==> config.mk <==
export PLATFORM = sky130hd
export DESIGN_NAME = reg_scoreboard
export DESIGN_NICKNAME = d
export VERILOG_FILES = /design/src/rtl/reg_scoreboard.sv
export SDC_FILE = /design/constraint.sdc
export NUM_CORES = 1
export LEC_CHECK = 0
export ABC_CLOCK_PERIOD_IN_PS = 4100
export CAP_MARGIN = 25
export CORE_MARGIN = 2
export CORE_UTILIZATION = 54
export DETAILED_ROUTE_END_ITERATION = 8
export PLACE_DENSITY = 0.79
export SLEW_MARGIN = 30
export SYNTH_ARGS = -nofsm -noshare
export SYNTH_HDL_FRONTEND = slang
export SYNTH_SLANG_ARGS = --single-unit
==> constraint.sdc <==
create_clock -name clk -period 4.1 [get_ports clk]
set_clock_uncertainty 0.1 [all_clocks]
set_input_delay 0.41 -clock clk [delete_from_list [all_inputs] [get_ports clk]]
set_output_delay 0.41 -clock clk [all_outputs]
set_load 0.1 [all_outputs]
==> src/rtl/reg_scoreboard.sv <==
// Purpose : per-register outstanding-write counters for the integer register file; stalls issue on RAW/WAW/saturation hazards.
// Latency : stall/issue_fire are combinational; counter, busy_vec, err and stall_cycles update on the next rising edge.
// Backpres: stall holds decode; writeback is never backpressured. Optional macro SB_WB_BYPASS_EN lets a same-cycle writeback clear a RAW/WAW hazard.
module reg_scoreboard #(
  parameter int ADDRESS_WIDTH = 5,
  parameter int CNT_WIDTH     = 2,
  parameter bit WAW_STALL     = 1'b1,
  parameter int STAT_WIDTH    = 32
) (
  input  logic                        clk,
  input  logic                        rst,
  input  logic                        issue_valid,
  input  logic [ADDRESS_WIDTH-1:0]    issue_rs1,
  input  logic [ADDRESS_WIDTH-1:0]    issue_rs2,
  input  logic [ADDRESS_WIDTH-1:0]    issue_rd,
  input  logic                        issue_use_rs1,
  input  logic                        issue_use_rs2,
  input  logic                        issue_wr_rd,
  input  logic                        wb_valid,
  input  logic [ADDRESS_WIDTH-1:0]    wb_rd,
  output logic                        stall,
  output logic                        issue_fire,
  output logic [2**ADDRESS_WIDTH-1:0] busy_vec,
  output logic                        err,
  output logic [STAT_WIDTH-1:0]       stall_cycles
);

  localparam int NUM_REGS = 2**ADDRESS_WIDTH;
  localparam logic [CNT_WIDTH-1:0]     CNT_MAX  = '1;
  localparam logic [CNT_WIDTH-1:0]     CNT_ONE  = CNT_WIDTH'(1);
  localparam logic [CNT_WIDTH-1:0]     CNT_ZERO = '0;
  localparam logic [ADDRESS_WIDTH-1:0] X0       = '0;

  // Individual hazard terms kept together so the stall reduction stays readable.
  typedef struct packed {
    logic raw1;
    logic raw2;
    logic waw;
    logic sat;
  } hazard_t;

  logic [CNT_WIDTH-1:0] cnt_q [NUM_REGS];

  logic [CNT_WIDTH-1:0] cnt_rs1, cnt_rs2, cnt_rd, cnt_wb;
  logic                 byp_rs1, byp_rs2, byp_rd;
  hazard_t              haz;
  logic                 inc_en, dec_en, same_reg, err_set;

  // Look up the counters addressed by the current issue and writeback.
  always_comb begin
    cnt_rs1 = cnt_q[issue_rs1];
    cnt_rs2 = cnt_q[issue_rs2];
    cnt_rd  = cnt_q[issue_rd];
    cnt_wb  = cnt_q[wb_rd];
  end

  // A writeback retiring the last pending write makes the value readable this cycle
  // only when the register file writes on the falling edge.
  always_comb begin
`ifdef SB_WB_BYPASS_EN
    byp_rs1 = wb_valid && (wb_rd == issue_rs1) && (cnt_rs1 == CNT_ONE);
    byp_rs2 = wb_valid && (wb_rd == issue_rs2) && (cnt_rs2 == CNT_ONE);
    byp_rd  = wb_valid && (wb_rd == issue_rd)  && (cnt_rd  == CNT_ONE);
`else
    byp_rs1 = 1'b0;
    byp_rs2 = 1'b0;
    byp_rd  = 1'b0;
`endif
  end

  // Hazard detection; x0 never creates a hazard and saturation ignores the bypass.
  always_comb begin
    haz      = '0;
    haz.raw1 = issue_use_rs1 && (issue_rs1 != X0) && (cnt_rs1 != CNT_ZERO) && !byp_rs1;
    haz.raw2 = issue_use_rs2 && (issue_rs2 != X0) && (cnt_rs2 != CNT_ZERO) && !byp_rs2;
    haz.waw  = WAW_STALL && issue_wr_rd && (issue_rd != X0) && (cnt_rd != CNT_ZERO) && !byp_rd;
    haz.sat  = issue_wr_rd && (issue_rd != X0) && (cnt_rd == CNT_MAX);
    stall      = issue_valid && (|haz);
    issue_fire = issue_valid && !stall;
  end

  // Counter update controls; an issue and writeback to the same register cancel out.
  always_comb begin
    inc_en   = issue_fire && issue_wr_rd && (issue_rd != X0);
    dec_en   = wb_valid && (wb_rd != X0);
    same_reg = inc_en && dec_en && (issue_rd == wb_rd);
    err_set  = dec_en && !same_reg && (cnt_wb == CNT_ZERO);
  end

  // Per-register counters, sticky error flag and stall statistics.
  always_ff @(posedge clk) begin
    if (rst) begin
      for (int r = 0; r < NUM_REGS; r++) begin
        cnt_q[r] <= '0;
      end
      err          <= 1'b0;
      stall_cycles <= '0;
    end else begin
      cnt_q[0] <= '0;
      for (int r = 1; r < NUM_REGS; r++) begin
        if (!same_reg) begin
          if (inc_en && (issue_rd == ADDRESS_WIDTH'(r))) begin
            cnt_q[r] <= cnt_q[r] + CNT_ONE;
          end else if (dec_en && (wb_rd == ADDRESS_WIDTH'(r)) && (cnt_q[r] != CNT_ZERO)) begin
            cnt_q[r] <= cnt_q[r] - CNT_ONE;
          end
        end
      end
      err <= err | err_set;
      if (stall) begin
        stall_cycles <= stall_cycles + STAT_WIDTH'(1);
      end
    end
  end

  // Busy view of the counters for downstream status.
  always_comb begin
    busy_vec = '0;
    for (int r = 0; r < NUM_REGS; r++) begin
      busy_vec[r] = (cnt_q[r] != CNT_ZERO);
    end
  end

endmodule
==> results_dict.tcl <==
set metrics [dict create \
    hold_buffers 0 \
    crit_top_cell "inv_1" \
    cts_buffer_depth 2 \
    power_density_nw_per_um2 322 \
    start_kind "flip-flop" \
    synth.top_cell.area_share_pct 27.7 \
    reg2reg_to "cnt_q[31][0]" \
    max_stage_delay_ps 510 \
    detail_route.iter0.violations 782 \
    max_cap_viol_count 0 \
    setup_viol 0 \
    crit_chain "nor2_1 -> inv_1 -> mux4_2 -> o2111a_1 -> o32a_1 -> o21ai_2 -> inv_1 -> buf_12" \
    cts_buffers 9 \
    grt_max_degree 52 \
    report.final.slew_viol_count 0 \
    period_needed_ps 3800 \
    core.rowCount 40 \
    gp_congestion 0.965 \
    whs_path_depth 2 \
    clk_pin_slew_ps 70 \
    path_max_fanout 8 \
    yosysWarnings 0 \
    synth-async-reset-ratio_pct 0 \
    cp_slowest_cell "mux4_2" \
    cts_tree "built" \
    r2r_slack_ps 670 \
    fill_cells 1010 \
    synth-main-ff-cell "edfxtp_1" \
    rsz0062_at_grt "false" \
    syn_nets 781 \
    synth_area_leader_cell "edfxtp_1" \
    worstMarginPinSlew_ps 1010 \
    synthCells 752 \
    antenna_found_initial 0 \
    yosysUniqueCellTypes 82 \
    die_y_um 116 \
    dieArea_um2 13400 \
    ios 94 \
    cts_resized 0 \
    rr_worst_depth 9 \
    ir_worst_vdd_uv 207 \
    start_util_pct 55.5 \
    final_cell_area_um2 8100 \
    vias_per_cell 6.52 \
    drtAntennaViolNets 0 \
    dp_hpwl_mm 15.9 \
    drt_first_pass_iters 5 \
    drc 0 \
    p_leak_nw 2.88 \
    post-route-period-util_pct 92.8 \
    yosysSeqAreaShare_pct 37.5 \
    run_status "finished, final reports clean" \
    arrival_ps 3290 \
    cts-root-buf "clkbuf_16" \
    fin_setup_tns_ps 0 \
    hp-class "flip-flop to flip-flop" \
    vias 6562 \
    min_to "err" \
    relSlewSlack_pct 32.7 \
    yosys_register_bits 95 \
    core_um2 12100 \
    grt_pass1_wl_mm 32.7 \
    cts_setup_buffers 0 \
    holdWs_ps 396 \
    postSynthAreaPerCell_um2 8.95 \
    portBuffers 92 \
    ff_latch_area_um2 2520 \
    required_ps 3590 \
    max_freq_mhz 263 \
    endpoint_kind "output port" \
    worstHoldStart "err" \
    grtUsageTotal_pct 31.9 \
    place_area_um2 7820 \
    synth-edff-count 62 \
    wl_mm 21.1 \
    regToRegStartpoint "cnt_q[25][0]" \
    multi_input_area_um2 3780 \
    htree_num_levels 3 \
    area_delta_synth_final_pct 20.4 \
    n_antenna_cell 0 \
    die_x_um 116 \
    synth_top_cells_by_area "edfxtp_1 (28%), dfxtp_1 (9.8%), mux4_2 (7.0%), nor2_1 (5.4%), a21oi_1 (5.1%)" \
    routedWlPerCell_um 20.9 \
    critical_path_class "flip-flop to output port" \
    cts_sinks 95 \
    worst_skew_pair.late_latency_ps 360 \
    grt.overflow.total 0 \
    first_global_vias 6137 \
    hold_violations 0 \
    drive_above_1_share_pct 11.6 \
    nNetsFinal 862 \
    synth_area_um2 6730 \
]
-- layer usage --
metal / track usage (%) / share of wire, % / up-vias
met2: 50.1 / 47 / 393
met3: 7.53 / 11 / 42
li1: - / - / 2970
met4: 12.9 / 2.7 / 0
met5: 0 / 0 / -
met1: 42.7 / 39 / 3157
-- cell usage in the layout, fill, tap and decap left out, types with 6 or more instances in the layout --
| master | n |
|---|---|
| mux4_2 | 21 |
| inv_1 | 51 |
| o21ai_0 | 26 |
| or4_1 | 6 |
| and3_1 | 23 |
| clkbuf_16 | 9 |
| clkdlybuf4s50_1 | 89 |
| nand4_1 | 9 |
| nor2_1 | 95 |
| a2111oi_0 | 6 |
| edfxtp_1 | 62 |
| or2_2 | 6 |
| a221o_1 | 10 |
| dfxtp_1 | 33 |
| o21a_1 | 7 |
| nand3_1 | 31 |
| xor2_1 | 15 |
| nand2_1 | 60 |
| a211oi_1 | 7 |
| nor4_1 | 10 |
| or3_1 | 18 |
| a21oi_1 | 69 |
| xnor2_1 | 9 |
| nand2b_1 | 6 |
| nor3_1 | 26 |
| buf_4 | 25 |
-- critical path: cells and delay by family, from the launching register on --
kind | cells | cell delay, ps
compound gates | 3 | 1060
buf+inv | 3 | 590
simple gates | 1 | 320
mux | 1 | 510
flops | 1 | 450
-- power by group --
part           internal, W  total, W  switching, W  leakage (nW)
registers          0.00106   0.00110     0.0000389         0.903
clock network     0.000434  0.000818      0.000385         0.140
logic             0.000215  0.000685      0.000470          1.84
-- sequential cells by signal, indices dropped and copies added (netlist names) --
signal	flops
cnt_q	62
err	1
stall_cycles	32
-- how the worst max path moves through the flow --
stage	startpoint	endpoint	depth (start not counted)
6_report	cnt_q[25][0]	stall	8
5_1_grt	cnt_q[25][0]	stall	8
4_1_cts	cnt_q[25][0]	stall	8
3_5_place_dp	issue_rs1[0]	stall_cycles[30]	10
3_3_place_gp	issue_rs1[0]	stall_cycles[30]	10
2_1_floorplan	cnt_q[24][0]	issue_fire	8
-- cells by family (layout without fill, tap and decap cells) --
| logic type | after synthesis | in the layout | synth area share, % |
|---|---|---|---|
| AO/OA/AOI/OAI | 174 | 174 | 18.7 |
| XOR/XNOR | 24 | 24 | 3.12 |
| adder cells (fa/ha/maj) | 2 | 2 | 0.372 |
| buffers and inverters | 98 | 184 | 6.42 |
| flip-flops | 95 | 95 | 37.5 |
| multiplexers | 27 | 27 | 8.65 |
| other | 1 | 1 | 0.0557 |
| AND/OR/NAND/NOR | 331 | 331 | 25.1 |
-- Yosys cell counts (5+ instances only) --
master	count
nor4_1	10
a21oi_1	69
xnor2_1	9
nor3_1	26
dfxtp_1	33
nand2b_1	6
buf_1	6
and3_1	23
nand4_1	9
a21o_1	5
or4_1	6
and4_1	5
or2_2	6
a221o_1	10
o21ai_0	26
nand2_1	60
xor2_1	15
nand3_1	31
mux4_2	21
edfxtp_1	62
clkbuf_1	27
a211oi_1	7
a2111oi_0	6
inv_1	51
nor2_1	96
o21a_1	7
or3_1	18
-- per-stage QoR --
step / cells / power [W] / worst slack [ps] / utilization, %
after floorplan: 752 / 0.00160 / 93.0 / -
after global placement: 990 / 0.00178 / 292 / 64.6
after detailed placement: 990 / 0.00180 / 242 / 64.6
after CTS: 1006 / 0.00260 / 315 / 66.8
after global routing: 1006 / 0.00268 / 173 / 66.9
final: 1006 / 0.00260 / 297 / 66.9
-- area by class of cell --
cell class / instances / share of cell area (%)
Multi-Input combinational cell: 559 / 46.6
Sequential cell: 95 / 31.1
Timing Repair Buffer: 116 / 13.8
Clock buffer: 12 / 3.06
Tap cell: 168 / 2.60
Inverter: 52 / 2.41
Clock inverter: 4 / 0.355
Power figures use the tool's default switching activity.
